<file path="config.mk">
export PLATFORM = sky130hd
export DESIGN_NAME = distributor
export DESIGN_NICKNAME = d
export VERILOG_FILES = /design/src/rtl/distributor.sv
export SDC_FILE = /design/constraint.sdc
export NUM_CORES = 1
export LEC_CHECK = 0
export BUFFER_PORTS_ARGS = -buffer_cell sky130_fd_sc_hd__buf_2
export CAP_MARGIN = 20
export CORE_UTILIZATION = 59
export CTS_CLUSTER_SIZE = 30
export DETAILED_ROUTE_END_ITERATION = 8
export GPL_TIMING_DRIVEN = 0
export PLACE_DENSITY = 0.93
export SYNTH_ARGS = -nofsm -noshare
export SYNTH_HDL_FRONTEND = slang
export SYNTH_SLANG_ARGS = --single-unit
export TNS_END_PERCENT = 1
</file>
<file path="constraint.sdc">
create_clock -name iCLK -period 4.1 [get_ports iCLK]
set_input_delay 0.82 -clock iCLK [delete_from_list [all_inputs] [get_ports iCLK]]
set_output_delay 0.82 -clock iCLK [all_outputs]
set_load 0.005 [all_outputs]
</file>
<file path="src/rtl/distributor.sv">
// distributor: steers one valid/ready stream of packed beats to one of two buffered branches by a select bit
module distributor_buf #(
  parameter int W = 32
) (
  input  logic         clk,
  input  logic         rst,
  input  logic         push,
  input  logic [W-1:0] d,
  input  logic         ready,
  output logic         rdy,
  output logic         valid,
  output logic [W-1:0] q
);
  logic [1:0]   count;
  logic [W-1:0] h, s;
  logic         pop;
  assign rdy   = count != 2'd2;
  assign valid = count != 2'd0;
  assign q     = h;
  assign pop   = valid && ready;
  always_ff @(posedge clk) begin
    if (rst) begin
      count <= 2'd0;
      h     <= '0;
      s     <= '0;
    end else if (count == 2'd0) begin
      if (push) begin
        h     <= d;
        count <= 2'd1;
      end
    end else if (count == 2'd1) begin
      if (push && pop) h <= d;
      else if (push) begin
        s     <= d;
        count <= 2'd2;
      end else if (pop) count <= 2'd0;
    end else if (pop) begin
      h     <= s;
      count <= 2'd1;
    end
  end
endmodule

module distributor #(
  parameter int WIDTH0 = 32,
  parameter int WIDTH1 = 32
) (
  input  logic                     iCLK,
  input  logic                     iRST,
  input  logic                     iValid_AS,
  output logic                     oReady_AS,
  input  logic                     iSelect_AS,
  input  logic [WIDTH1+WIDTH0-1:0] iData_AS,
  output logic                     oValid_BM0,
  input  logic                     iReady_BM0,
  output logic [WIDTH0-1:0]        oData_BM0,
  output logic                     oValid_BM1,
  input  logic                     iReady_BM1,
  output logic [WIDTH1-1:0]        oData_BM1
);
  logic rdy0, rdy1;
  assign oReady_AS = iSelect_AS ? rdy1 : rdy0;
  distributor_buf #(.W(WIDTH0)) b0 (
    .clk(iCLK), .rst(iRST),
    .push(iValid_AS && oReady_AS && !iSelect_AS),
    .d(iData_AS[WIDTH0-1:0]),
    .ready(iReady_BM0), .rdy(rdy0), .valid(oValid_BM0), .q(oData_BM0)
  );
  distributor_buf #(.W(WIDTH1)) b1 (
    .clk(iCLK), .rst(iRST),
    .push(iValid_AS && oReady_AS && iSelect_AS),
    .d(iData_AS[WIDTH1+WIDTH0-1:WIDTH0]),
    .ready(iReady_BM1), .rdy(rdy1), .valid(oValid_BM1), .q(oData_BM1)
  );
endmodule

</file>
==> impl_table.tex, run 1 <==
\begin{tabular}{lr}
\hline
Metric & Value \\
\hline
\multicolumn{2}{l}{\textbf{Global route}} \\
\quad Antenna violations before repair & 0 \\
\quad Layer carrying the most global-route usage & met2 \\
\quad Remaining Overflow, GRT & 0 \\
\quad Global Route met3 Usage & 7.61\% \\
\quad GRT Resource Usage Total & 29.7\% \\
\quad GRT met1 Usage & 33.5\% \\
\quad Global-route met2 utilization & 53.2\% \\
\quad Wire length of the first global-routing pass & 25,700 microns \\
\quad Largest net degree at the start of global routing & 17 \\
\quad Via count of the first global-routing pass & 5,382 \\
\multicolumn{2}{l}{\textbf{Die}} \\
\quad Area of the core & 10,300 sq um \\
\quad Starting Density & 60.7\% \\
\quad Vertical extent of the die & 105 microns \\
\quad Die width & 105 microns \\
\quad Std cell rows & 37 \\
\quad Full die area & 11,000 sq um \\
\quad I/O pin count & 137 \\
\multicolumn{2}{l}{\textbf{Logic synthesis}} \\
\quad Synth top area cells & sky130\_fd\_sc\_hd\_\_dfxtp\_1 42\%, sky130\_fd\_sc\_hd\_\_mux2i\_1 21\%, sky130\_fd\_sc\_hd\_\_nand2\_1 12\% \\
\quad Number of synthesized register bits & 132 \\
\quad Sequential-to-total area share from yosys stat & 42.3\% \\
\quad Synthesized cell area & 6240 sq um \\
\quad Synthesized instance count & 630 \\
\quad Post-synth top area cell & sky130\_fd\_sc\_hd\_\_dfxtp\_1 \\
\quad Count of warnings emitted by yosys & 0 \\
\quad Synth Area per Inst & 9.91 sq um \\
\quad Net count after synthesis & 700 \\
\quad Proportion of netlist area held by the largest area contributor & 42.3\% \\
\quad Number of distinct library cells after synthesis & 31 \\
\multicolumn{2}{l}{\textbf{Critical path}} \\
\quad Chain of cells forming the critical path & buf\_2 -> buf\_2 -> nor3b\_1 -> a31oi\_1 -> buf\_2 \\
\quad Required time of the critical path & 3280 ps \\
\quad Slowest cell delay on critical path & 350 ps \\
\quad Worst Path Max Fanout & 10 \\
\quad Critical Path Sink Type & primary output \\
\quad Crit Path Category & reg -> out \\
\quad Type of element launching the critical path & flop \\
\quad Most common cell on crit path & sky130\_fd\_sc\_hd\_\_buf\_2 \\
\quad Slowest cell on the critical path & sky130\_fd\_sc\_hd\_\_dfxtp\_1 \\
\quad CP Data Arrival Time & 1900 ps \\
\multicolumn{2}{l}{\textbf{STA}} \\
\quad Post-route minimum period & 2720 ps \\
\quad Clock tree skew after final layout & 10.9 ps \\
\quad Number of pins exceeding their max-slew limit in the final report & 0 \\
\quad Share of the cycle needed by the critical path after routing & 66.4\% \\
\quad Setup repair after global routing missed its margin & false \\
\quad Setup-violating endpoint count in the final report & 0 \\
\quad Tightest Pin Transition & 532 ps \\
\quad Final Hold Vio Count & 0 \\
\quad Sum of negative setup slack & 0 ps \\
\quad Top achievable clock speed & 0.368 GHz \\
\quad Slew margin rel. & 64.6\% \\
\multicolumn{2}{l}{\textbf{Finish}} \\
\quad Syn-to-layout area delta & 22.3\% \\
\quad Final instance area & 7630 sq um \\
\quad Number of cells in the finished layout apart from fillers & 932 \\
\quad Inserted Diodes & 0 \\
\quad Share of post-route cells with drive strength above 1 & 35.2\% \\
\quad Nets & 854 \\
\multicolumn{2}{l}{\textbf{Clocking}} \\
\quad Clock sink total & 132 \\
\quad Hold-fix buffers, CTS & 0 \\
\quad Bufs on Longest Clock Path & 2 \\
\quad Root Buffer Master & sky130\_fd\_sc\_hd\_\_clkbuf\_8 \\
\quad Worst-Skew Late Latency & 530 ps \\
\quad CTS buffer count & 17 \\
\quad Clock edge transition at the registers on the reported setup and hold paths & 60 ps \\
\quad Setup fix buffers added after clock tree synthesis & 0 \\
\quad Post-cts gate resize count & 0 \\
\quad TritonCTS clock tree & done \\
\quad Depth of the CTS H-tree & 4 \\
\multicolumn{2}{l}{\textbf{Power}} \\
\quad Final Power & 3.11 mW \\
\quad Maximum resistive drop on vdd & 0.218 mV \\
\quad Areal power density over the cells & 407 nW/um\^{}2 \\
\quad Leakage power figure & 3.24 nW \\
\multicolumn{2}{l}{\textbf{Detailed routing}} \\
\quad DRC errors left & 0 \\
\quad 1st-pass router iterations & 4 \\
\quad Detail-routed net length per standard cell & 16.9 microns \\
\quad Vias after detailed routing & 5,199 \\
\quad Final ANT Viol Nets & 0 \\
\quad Initial DRC count & 192 \\
\quad Per-cell via count in the routed design & 5.58 \\
\quad Total length of routed wires & 15,700 microns \\
\multicolumn{2}{l}{\textbf{Place}} \\
\quad Placed instance count & 901 \\
\quad Area of placed instances & 7090 sq um \\
\quad DP HPWL & 11,100 microns \\
\quad Total of buffers placed on input and output ports & 135 \\
\quad Weighted congestion at the end of routability-driven global placement & 0.788 \\
\multicolumn{2}{l}{\textbf{Job}} \\
\quad Max cap viols & 0 \\
\multicolumn{2}{l}{\textbf{Min path}} \\
\quad Class of the worst hold path & reg -> reg \\
\multicolumn{2}{l}{\textbf{Outcome}} \\
\quad Run status & finished, final reports clean \\
\hline
\end{tabular}
==> cells in the mapped netlist <==
| library cell | n |
|---|---|
| sky130_fd_sc_hd__o21bai_2 | 1 |
| sky130_fd_sc_hd__nor3_1 | 3 |
| sky130_fd_sc_hd__nor2_1 | 1 |
| sky130_fd_sc_hd__nor2_4 | 1 |
| sky130_fd_sc_hd__inv_1 | 3 |
| sky130_fd_sc_hd__and3b_1 | 1 |
| sky130_fd_sc_hd__nand2b_1 | 1 |
| sky130_fd_sc_hd__a21oi_1 | 35 |
| sky130_fd_sc_hd__a211oi_2 | 30 |
| sky130_fd_sc_hd__dfxtp_1 | 132 |
| sky130_fd_sc_hd__a211oi_1 | 2 |
| sky130_fd_sc_hd__a21o_1 | 1 |
| sky130_fd_sc_hd__clkbuf_8 | 9 |
| sky130_fd_sc_hd__nand2_1 | 192 |
| sky130_fd_sc_hd__buf_8 | 5 |
| sky130_fd_sc_hd__o221a_2 | 1 |
| sky130_fd_sc_hd__mux2i_1 | 129 |
| sky130_fd_sc_hd__buf_4 | 3 |
| sky130_fd_sc_hd__nand4b_1 | 1 |
| sky130_fd_sc_hd__a31oi_1 | 2 |
| sky130_fd_sc_hd__or2_2 | 1 |
| sky130_fd_sc_hd__and2_4 | 1 |
| sky130_fd_sc_hd__o22ai_2 | 1 |
| sky130_fd_sc_hd__buf_6 | 13 |
| sky130_fd_sc_hd__buf_2 | 17 |
| sky130_fd_sc_hd__a21bo_2 | 1 |
| sky130_fd_sc_hd__clkbuf_1 | 7 |
| sky130_fd_sc_hd__nor2b_4 | 1 |
| sky130_fd_sc_hd__mux2_2 | 33 |
| sky130_fd_sc_hd__nor2b_1 | 1 |
| sky130_fd_sc_hd__nor3b_1 | 1 |
==> cell families after synthesis <==
group                  Yosys count  synth area share [%]
and+or+nand+nor                205                  13.1
muxes                          162                  26.6
DFF                            132                  42.3
AOI/OAI and AO/OA               74                  10.1
buffers and inverters           57                  7.86
==> state kept, by name, indices dropped and copies added, names as in the netlist <==
register / flops
b0.s: 32
b0.q: 32
b0.count: 2
b1.s: 32
b1.count: 2
b1.q: 32
==> power by group <==
group,internal (mW),switching (mW)
sequential,1.33,0.0261
combinational,0.159,0.187
clock,0.850,0.555
==> final timing paths <==
path | start | end | slack [ps] | depth (start not counted)
hold / removal | b0.q[11] | b0.q[11] | 450 | 2
setup reg to reg | b0.count[1] | b0.q[28] | 2570 | 5
hold reg to reg | b0.q[11] | b0.q[11] | 450 | 2
setup / recovery | b0.count[1] | oReady_AS | 1380 | 5
==> critical path: cells and delay by family (launching register included) <==
family	cells	cell delay, ps
buffers and inverters	3	700
flip-flops	1	350
AND/OR/NAND/NOR	1	250
AO/OA/AOI/OAI	1	70
==> cell type report <==
| class | count | area [sq um] |
|---|---|---|
| clock inverters | 7 | 75.1 |
| repair buffers | 135 | 676 |
| inverters | 3 | 11.3 |
| fillers | 714 | 2640 |
| multi-input cells | 441 | 3110 |
| clock buffers | 24 | 470 |
| flip-flops and latches | 132 | 2640 |
| well taps | 136 | 170 |
| plain buffers | 54 | 479 |
==> metrics by stage <==
stage	util [%]	setup slack, ps	hold WS (ps)
floorplan	-	2240	431
global placement	69.0	1870	439
detailed placement	69.0	1890	448
CTS	74.3	1360	456
global route	74.3	1280	471
finish	74.3	1380	454
==> metal layers <==
layer / share of wire, % / up-vias / routed length, microns
met5: 0 / - / 0
met4: 1.9 / 0 / 296
met3: 5.6 / 32 / 883
met2: 51 / 177 / 8060
met1: 41 / 2526 / 6490
li1: - / 2464 / -
==> placed cells by master (no fill, tap or decap), types with 2 or more instances in the layout <==
cell type	n
sky130_fd_sc_hd__a21oi_1	35
sky130_fd_sc_hd__a211oi_2	30
sky130_fd_sc_hd__dfxtp_1	132
sky130_fd_sc_hd__nor3_1	3
sky130_fd_sc_hd__buf_4	3
sky130_fd_sc_hd__mux2_2	33
sky130_fd_sc_hd__clkinv_4	2
sky130_fd_sc_hd__buf_6	13
sky130_fd_sc_hd__inv_1	3
sky130_fd_sc_hd__nand2_1	192
sky130_fd_sc_hd__buf_2	152
sky130_fd_sc_hd__clkbuf_1	11
sky130_fd_sc_hd__a31oi_1	2
sky130_fd_sc_hd__a211oi_1	2
sky130_fd_sc_hd__mux2i_1	129
sky130_fd_sc_hd__clkbuf_16	16
sky130_fd_sc_hd__clkbuf_8	13
sky130_fd_sc_hd__buf_8	5
sky130_fd_sc_hd__clkinvlp_4	3
No activity file was read; power rests on OpenSTA's default activity.
==> run 2: changes to the inputs <==
--- a/config.mk
+++ b/config.mk
@@ -7,11 +7,11 @@
 export LEC_CHECK = 0
 export BUFFER_PORTS_ARGS = -buffer_cell sky130_fd_sc_hd__buf_2
 export CAP_MARGIN = 20
-export CORE_UTILIZATION = 59
+export CORE_UTILIZATION = 55
 export CTS_CLUSTER_SIZE = 30
 export DETAILED_ROUTE_END_ITERATION = 8
 export GPL_TIMING_DRIVEN = 0
-export PLACE_DENSITY = 0.93
+export PLACE_DENSITY = 0.88
 export SYNTH_ARGS = -nofsm -noshare
 export SYNTH_HDL_FRONTEND = slang
 export SYNTH_SLANG_ARGS = --single-unit
==> constraint.sdc (replaced) <==
create_clock -name iCLK -period 2.78 [get_ports iCLK]
set_input_delay 0.556 -clock iCLK [delete_from_list [all_inputs] [get_ports iCLK]]
set_output_delay 0.556 -clock iCLK [all_outputs]
set_load 0.005 [all_outputs]
==> run 2 against run 1 <==
Effect of this change: wire length fell by 2.6%; register-to-register slack worse by 1300 ps; core utilization shrank 3.5 points; final area rose by 1.4%; critical path type unchanged; sequential power up 47%; clock skew down 5.6 ps; cell count rose by 0.54%; global-route usage down 2.7 points; combinational power is 46% higher; setup slack lost 870 ps; die area grew 7.1%; power rose by 58%.
==> impl_table.tex, run 2 (same netlist as run 1, synthesis figures left out) <==
\begin{tabular}{lr}
\hline
Metric & Value \\
\hline
\multicolumn{2}{l}{\textbf{Finish}} \\
\quad Nets & 854 (unchanged) \\
\quad Most common cell after layout, fill and taps aside & sky130\_fd\_sc\_hd\_\_nand2\_1 (unchanged) \\
\quad Inserted Diodes & 0 (unchanged) \\
\quad Final core utilization & 70.8\% (was 74.3\%) \\
\quad Count of filler cells inserted in the layout & 794 (was 714) \\
\quad Share of post-route cells with drive strength above 1 & 35.8\% (was 35.2\%) \\
\quad Sequential cell area in the final layout & 2640 sq um (unchanged) \\
\quad Syn-to-layout area delta & 23.9\% (was 22.3\%) \\
\quad Most frequent cells in the layout & 192 x sky130\_fd\_sc\_hd\_\_nand2\_1, 152 x sky130\_fd\_sc\_hd\_\_buf\_2, 132 x sky130\_fd\_sc\_hd\_\_dfxtp\_1 (unchanged) \\
\quad Multi-input gate area & 3110 sq um (unchanged) \\
\multicolumn{2}{l}{\textbf{Global route}} \\
\quad Remaining Overflow, GRT & 0 (unchanged) \\
\quad Wire length of the first global-routing pass & 24,300 microns (was 25,700 microns) \\
\quad Via count of the first global-routing pass & 5,194 (was 5,382) \\
\quad Largest net degree at the start of global routing & 17 (unchanged) \\
\quad GRT Resource Usage Total & 27.0\% (was 29.7\%) \\
\quad Antenna violations before repair & 0 (unchanged) \\
\multicolumn{2}{l}{\textbf{Power}} \\
\quad Share of power burned in combinational logic & 10.3\% (was 11.1\%) \\
\quad Net switching power & 1.16 mW (was 0.769 mW) \\
\quad Areal power density over the cells & 636 nW/um\^{}2 (was 407 nW/um\^{}2) \\
\quad Cell-internal power & 3.76 mW (was 2.34 mW) \\
\quad Maximum resistive drop on vdd & 0.461 mV (was 0.218 mV) \\
\quad Sequential Power Share & 40.6\% (was 43.6\%) \\
\quad Leakage power figure & 3.29 nW (was 3.24 nW) \\
\quad Net switching fraction of the power & 23.5\% (was 24.7\%) \\
\quad Clock share of power & 49.1\% (was 45.2\%) \\
\multicolumn{2}{l}{\textbf{Critical path}} \\
\quad Slowest cell on the critical path & sky130\_fd\_sc\_hd\_\_dfxtp\_1 (unchanged) \\
\quad Worst R2R Path Depth & 5 (unchanged) \\
\quad Most common cell on crit path & sky130\_fd\_sc\_hd\_\_buf\_2 (unchanged) \\
\quad Slowest cell delay on critical path & 340 ps (was 350 ps) \\
\quad CP Data Arrival Time & 1720 ps (was 1900 ps) \\
\quad Chain of cells forming the critical path & buf\_2 -> buf\_2 -> nor3b\_1 -> a31oi\_1 -> buf\_2 (unchanged) \\
\quad Critical Path Sink Type & primary output (unchanged) \\
\quad Type of element launching the critical path & flop (unchanged) \\
\quad Reg-to-Reg End & b0.q[27] (was b0.q[28]) \\
\quad Required time of the critical path & 2220 ps (was 3280 ps) \\
\quad Launching point of the worst reg2reg path & b0.count[1] (unchanged) \\
\quad Worst Path Max Fanout & 10 (unchanged) \\
\quad Minimum setup slack among reg-to-reg paths & 1270 ps (was 2570 ps) \\
\quad Crit Path Category & reg -> out (unchanged) \\
\multicolumn{2}{l}{\textbf{Clocking}} \\
\quad Hold-fix buffers, CTS & 0 (unchanged) \\
\quad CTS buffer count & 17 (unchanged) \\
\quad Clock edge transition at the registers on the reported setup and hold paths & 60 ps (about the same) \\
\quad Root Buffer Master & sky130\_fd\_sc\_hd\_\_clkbuf\_16 (was sky130\_fd\_sc\_hd\_\_clkbuf\_8) \\
\quad Clock sink total & 132 (unchanged) \\
\quad TritonCTS clock tree & done (unchanged) \\
\quad Worst-Skew Late Latency & 420 ps (was 530 ps) \\
\quad Post-cts gate resize count & 0 (unchanged) \\
\quad Bufs on Longest Clock Path & 2 (unchanged) \\
\quad Setup fix buffers added after clock tree synthesis & 0 (unchanged) \\
\quad Depth of the CTS H-tree & 4 (unchanged) \\
\multicolumn{2}{l}{\textbf{Detailed routing}} \\
\quad Vias after detailed routing & 5,069 (was 5,199) \\
\quad Per-cell via count in the routed design & 5.41 (was 5.58) \\
\quad Detail-routed net length per standard cell & 16.4 microns (was 16.9 microns) \\
\quad Total length of routed wires & 15,300 microns (was 15,700 microns) \\
\quad 1st-pass router iterations & 5 (was 4) \\
\quad Final ANT Viol Nets & 0 (unchanged) \\
\quad Initial DRC count & 215 (was 192) \\
\quad DRC errors left & 0 (unchanged) \\
\multicolumn{2}{l}{\textbf{Min path}} \\
\quad Class of the worst hold path & in -> reg (was reg -> reg) \\
\quad Source of the worst hold timing path & iReady\_BM1 (was b0.q[11]) \\
\quad Destination of the worst hold path & b1.count[1] (was b0.q[11]) \\
\quad Number of cells on the worst hold path & 2 (unchanged) \\
\multicolumn{2}{l}{\textbf{STA}} \\
\quad Slew margin rel. & 67.1\% (was 64.6\%) \\
\quad Final worst slack & 505 ps (was 1380 ps) \\
\quad Post-route minimum period & 2280 ps \\
\quad Tightest Pin Transition & 493 ps (was 532 ps) \\
\quad Setup repair after global routing missed its margin & false (unchanged) \\
\quad Final Hold Vio Count & 0 (unchanged) \\
\quad Setup-violating endpoint count in the final report & 0 (unchanged) \\
\quad Number of pins exceeding their max-slew limit in the final report & 0 (unchanged) \\
\quad Clock tree skew after final layout & 5.32 ps (was 10.9 ps) \\
\quad Share of the cycle needed by the critical path after routing & 81.8\% \\
\quad Sum of negative setup slack & 0 ps (unchanged) \\
\quad Top achievable clock speed & 0.439 GHz \\
\multicolumn{2}{l}{\textbf{Die}} \\
\quad Vertical extent of the die & 109 microns (was 105 microns) \\
\quad Die width & 109 microns (was 105 microns) \\
\quad Full die area & 11,800 sq um (was 11,000 sq um) \\
\quad Std cell rows & 38 (was 37) \\
\quad I/O pin count & 137 (unchanged) \\
\quad Starting Density & 57.1\% (was 60.7\%) \\
\quad Area of the core & 10,900 sq um (was 10,300 sq um) \\
\multicolumn{2}{l}{\textbf{Place}} \\
\quad Total of buffers placed on input and output ports & 135 (unchanged) \\
\quad Weighted congestion at the end of routability-driven global placement & 0.787 (was 0.788) \\
\quad DP HPWL & 10,800 microns (was 11,100 microns) \\
\quad Post-place setup slack & 916 ps (was 1890 ps) \\
\multicolumn{2}{l}{\textbf{Outcome}} \\
\quad Run status & finished, final reports clean (unchanged) \\
\multicolumn{2}{l}{\textbf{Job}} \\
\quad Max cap viols & 0 (unchanged) \\
\hline
\end{tabular}
-- run 2: cell count changes in the layout (fill, tap and decap cells not counted), sizes merged --
cell / change
clkbuf: -4
bufinv: +3
clkinv: +1
clkinvlp: +1
-- run 2: cell type report --
class	count	area share, %
multi-input combinational	441	40.2
sequential	132	34.1
timing repair buffer	135	8.73
buffer	54	6.19
clock buffer	20	6.03
clock inverter	12	2.30
tap	140	2.26
inverter	3	0.146
-- run 2: how the worst max path moves through the flow --
| stage | start | to | slack [ps] |
|---|---|---|---|
| 4_1_cts | b0.count[1] | oReady_AS | 490 |
| 3_5_place_dp | iRST | b0.s[25] | 920 |
| 6_report | b0.count[1] | oReady_AS | 500 |
| 2_1_floorplan | b0.count[1] | oReady_AS | 1240 |
| 5_1_grt | b0.count[1] | oReady_AS | 400 |
| 3_3_place_gp | b0.count[1] | oReady_AS | 960 |
-- run 2: through the flow --
| step | instances | hold WS (ps) | instance area, sq um | total power [mW] |
|---|---|---|---|---|
| floorplan | 630 | 431 | 6240 | 2.34 |
| detailed placement | 905 | 448 | 7090 | 2.54 |
| global placement | 905 | 438 | 7090 | 2.51 |
| CTS | 937 | 331 | 7740 | 4.93 |
| finish | 937 | 349 | 7740 | 4.92 |
| global route | 937 | 358 | 7740 | 5.07 |
-- run 2: power by group through the flow --
stage | Sequential (mW) | Combinational, mW | Clock [mW]
floorplan | 2.04 | 0.302 | 0
global placement | 2.03 | 0.480 | 0
detailed placement | 2.04 | 0.500 | 0
CTS | 2.00 | 0.507 | 2.43
global route | 2.00 | 0.548 | 2.52
finish | 2.00 | 0.506 | 2.42
-- run 2: per-layer routing --
layer	share of wire [%]	vias up	GRT usage, %
met5	0	-	0
met4	2.3	0	12.5
met3	6.4	34	7.72
met2	49	168	47.6
met1	42	2408	29.7
li1	-	2459	-
-- run 2: critical path: cells and delay by family (launching register included) --
kind	cells	cell delay [ps]
buffers and inverters	3	680
flip-flops	1	340
AND/OR/NAND/NOR	1	230
AO/OA/AOI/OAI	1	50
==> run 3: changes to the inputs <==
==> constraint.sdc (replaced) <==
create_clock -name iCLK -period 2.15 [get_ports iCLK]
set_input_delay 0.43 -clock iCLK [delete_from_list [all_inputs] [get_ports iCLK]]
set_output_delay 0.43 -clock iCLK [all_outputs]
set_load 0.005 [all_outputs]
==> run 3 against run 2 <==
Effect of this change: critical path type unchanged; clock-buffer cell count stayed put; final area about the same; clock power increased by 29%; global-route usage did not move; sequential share of layout area barely moved; critical endpoint unchanged.
==> impl_table.tex, run 3 (same netlist as run 1, synthesis figures left out) <==
\begin{tabular}{lr}
\hline
Metric & Value \\
\hline
\multicolumn{2}{l}{\textbf{Power}} \\
\quad Areal power density over the cells & 822 nW/um\^{}2 (was 636 nW/um\^{}2) \\
\quad Maximum resistive drop on vdd & 0.596 mV (was 0.461 mV) \\
\quad Leakage power figure & 3.29 nW (about the same) \\
\quad Final Power & 6.37 mW (was 4.92 mW) \\
\multicolumn{2}{l}{\textbf{Critical path}} \\
\quad Required time of the critical path & 1720 ps (was 2220 ps) \\
\quad Slowest cell delay on critical path & 340 ps (about the same) \\
\quad CP Data Arrival Time & 1600 ps (was 1720 ps) \\
\quad Worst Path Max Fanout & 10 (unchanged) \\
\quad Chain of cells forming the critical path & clkbuf\_4 -> buf\_4 -> nor3b\_1 -> a31oi\_1 -> buf\_2 (was buf\_2 -> buf\_2 -> nor3b\_1 -> a31oi\_1 -> buf\_2) \\
\quad Slowest cell on the critical path & sky130\_fd\_sc\_hd\_\_dfxtp\_1 (unchanged) \\
\quad CP delay by family, top & buffers and inverters (unchanged) \\
\quad Critical path buffer and inverter count & 3 (unchanged) \\
\quad Critical Path Sink Type & primary output (unchanged) \\
\quad Crit Path Category & reg -> out (unchanged) \\
\quad Type of element launching the critical path & flop (unchanged) \\
\multicolumn{2}{l}{\textbf{Finish}} \\
\quad Most frequent cells in the layout & 192 x sky130\_fd\_sc\_hd\_\_nand2\_1, 150 x sky130\_fd\_sc\_hd\_\_buf\_2, 132 x sky130\_fd\_sc\_hd\_\_dfxtp\_1 (was 192 x sky130\_fd\_sc\_hd\_\_nand2\_1, 152 x sky130\_fd\_sc\_hd\_\_buf\_2, 132 x sky130\_fd\_sc\_hd\_\_dfxtp\_1) \\
\quad Final instance area & 7740 sq um (about the same) \\
\quad Most common cell after layout, fill and taps aside & sky130\_fd\_sc\_hd\_\_nand2\_1 (unchanged) \\
\quad Nets & 854 (unchanged) \\
\quad Syn-to-layout area delta & 24.0\% (was 23.9\%) \\
\quad Share of post-route cells with drive strength above 1 & 35.8\% (unchanged) \\
\quad Number of cells in the finished layout apart from fillers & 937 (unchanged) \\
\quad Final core utilization & 70.8\% (about the same) \\
\quad Inserted Diodes & 0 (unchanged) \\
\multicolumn{2}{l}{\textbf{Detailed routing}} \\
\quad Final ANT Viol Nets & 0 (unchanged) \\
\quad Vias after detailed routing & 5,071 (was 5,069) \\
\quad Sum of met2 wire segment lengths after detailed routing & 7540 microns (was 7560 microns) \\
\quad Routed length on met3 & 1020 microns (was 974 microns) \\
\quad Initial DRC count & 214 (was 215) \\
\quad Per-cell via count in the routed design & 5.41 (about the same) \\
\quad Detail-routed net length per standard cell & 16.4 microns (about the same) \\
\quad Total length of routed wires & 15,300 microns (about the same) \\
\quad Uppermost layer routed & met4 (unchanged) \\
\quad 1st-pass router iterations & 5 (unchanged) \\
\quad DRC errors left & 0 (unchanged) \\
\quad Post-route met1 wirelength & 6420 microns (was 6450 microns) \\
\multicolumn{2}{l}{\textbf{Min path}} \\
\quad Class of the worst hold path & in -> reg (unchanged) \\
\multicolumn{2}{l}{\textbf{Clocking}} \\
\quad CTS buffer count & 17 (unchanged) \\
\quad TritonCTS clock tree & done (unchanged) \\
\quad Hold-fix buffers, CTS & 0 (unchanged) \\
\quad Root Buffer Master & sky130\_fd\_sc\_hd\_\_clkbuf\_16 (unchanged) \\
\quad Clock edge transition at the registers on the reported setup and hold paths & 60 ps (about the same) \\
\quad Clock sink total & 132 (unchanged) \\
\quad Bufs on Longest Clock Path & 2 (unchanged) \\
\quad Setup fix buffers added after clock tree synthesis & 0 (unchanged) \\
\quad Depth of the CTS H-tree & 4 (unchanged) \\
\quad Worst-Skew Late Latency & 420 ps (about the same) \\
\multicolumn{2}{l}{\textbf{Place}} \\
\quad DP HPWL & 10,800 microns (unchanged) \\
\quad Area of placed instances & 7090 sq um (unchanged) \\
\quad Placed instance count & 905 (unchanged) \\
\quad Total of buffers placed on input and output ports & 135 (unchanged) \\
\quad Weighted congestion at the end of routability-driven global placement & 0.787 (unchanged) \\
\quad Post-place setup slack & 412 ps (was 916 ps) \\
\multicolumn{2}{l}{\textbf{STA}} \\
\quad Tightest Pin Transition & 498 ps (was 493 ps) \\
\quad Clock tree skew after final layout & 5.31 ps (was 5.32 ps) \\
\quad Setup-violating endpoint count in the final report & 0 (unchanged) \\
\quad Tightest hold margin & 222 ps (was 349 ps) \\
\quad Sum of negative setup slack & 0 ps (unchanged) \\
\quad Number of pins exceeding their max-slew limit in the final report & 0 (unchanged) \\
\quad Post-route minimum period & 2030 ps \\
\quad Setup repair after global routing missed its margin & false (unchanged) \\
\quad Top achievable clock speed & 0.493 GHz \\
\quad Final worst slack & 121 ps (was 505 ps) \\
\quad Final Hold Vio Count & 0 (unchanged) \\
\quad Slew margin rel. & 66.8\% (was 67.1\%) \\
\quad Share of the cycle needed by the critical path after routing & 94.4\% \\
\multicolumn{2}{l}{\textbf{Die}} \\
\quad I/O pin count & 137 (unchanged) \\
\quad Area of the core & 10,900 sq um (unchanged) \\
\quad Die width & 109 microns (unchanged) \\
\quad Vertical extent of the die & 109 microns (unchanged) \\
\quad Starting Density & 57.1\% (unchanged) \\
\quad Full die area & 11,800 sq um (unchanged) \\
\quad Std cell rows & 38 (unchanged) \\
\multicolumn{2}{l}{\textbf{Global route}} \\
\quad Antenna violations before repair & 0 (unchanged) \\
\quad Via count of the first global-routing pass & 5,194 (unchanged) \\
\quad Remaining Overflow, GRT & 0 (unchanged) \\
\quad Largest net degree at the start of global routing & 17 (unchanged) \\
\quad Wire length of the first global-routing pass & 24,300 microns (unchanged) \\
\quad GRT Resource Usage Total & 27.0\% (unchanged) \\
\multicolumn{2}{l}{\textbf{Job}} \\
\quad Max cap viols & 0 (unchanged) \\
\multicolumn{2}{l}{\textbf{Outcome}} \\
\quad Run status & finished, final reports clean (unchanged) \\
\hline
\end{tabular}
[run 3: changes by cell type in the layout (fill, tap and decap cells not counted)]
cell                       change
sky130_fd_sc_hd__clkbuf_4      +1
sky130_fd_sc_hd__buf_4         +1
sky130_fd_sc_hd__buf_2         -2
[run 3: per-layer routing]
metal / GRT usage (%) / vias up
met2: 47.6 / 168
met1: 29.7 / 2412
met4: 12.5 / 0
met5: 0 / -
met3: 7.72 / 34
li1: - / 2457
[run 3: path summary, 6_finish.rpt]
kind / startpoint / endpoint / slack (ps) / depth (start not counted)
max: b0.count[1] / oReady_AS / 120 / 5
min: iReady_BM1 / b1.count[1] / 220 / 2
max reg2reg: b0.count[0] / b0.s[27] / 720 / 5
min reg2reg: b1.s[3] / b1.s[3] / 460 / 2
[run 3: power by group]
part / internal, mW / switching [mW] / total, mW
combinational: 0.303 / 0.351 / 0.654
sequential: 2.54 / 0.0487 / 2.58
clock: 2.03 / 1.10 / 3.13
total: 4.87 / 1.50 / 6.37
[run 3: final cells by class]
class                           instances  area (sq um)
Fill cell                             792          3190
Multi-Input combinational cell        441          3110
Sequential cell                       132          2640
Timing Repair Buffer                  135           676
Buffer                                 54           484
Clock buffer                           20           467
Clock inverter                         12           178
Tap cell                              140           175
Inverter                                3          11.3
[run 3: worst register-to-register path, stage by stage, from the launching register on]
cell and delay [ps]:
sky130_fd_sc_hd__dfxtp_1 420, sky130_fd_sc_hd__nor2b_1 210, sky130_fd_sc_hd__and3b_1 170, sky130_fd_sc_hd__buf_4 160, sky130_fd_sc_hd__buf_6 180, sky130_fd_sc_hd__mux2i_1 230
[run 3: timing repair]
| item | CTS | global route |
|---|---|---|
| resized for setup | 1 | 1 |
| endpoints found under the setup margin | 1 | 1 |
| pin swaps | 0 | 0 |
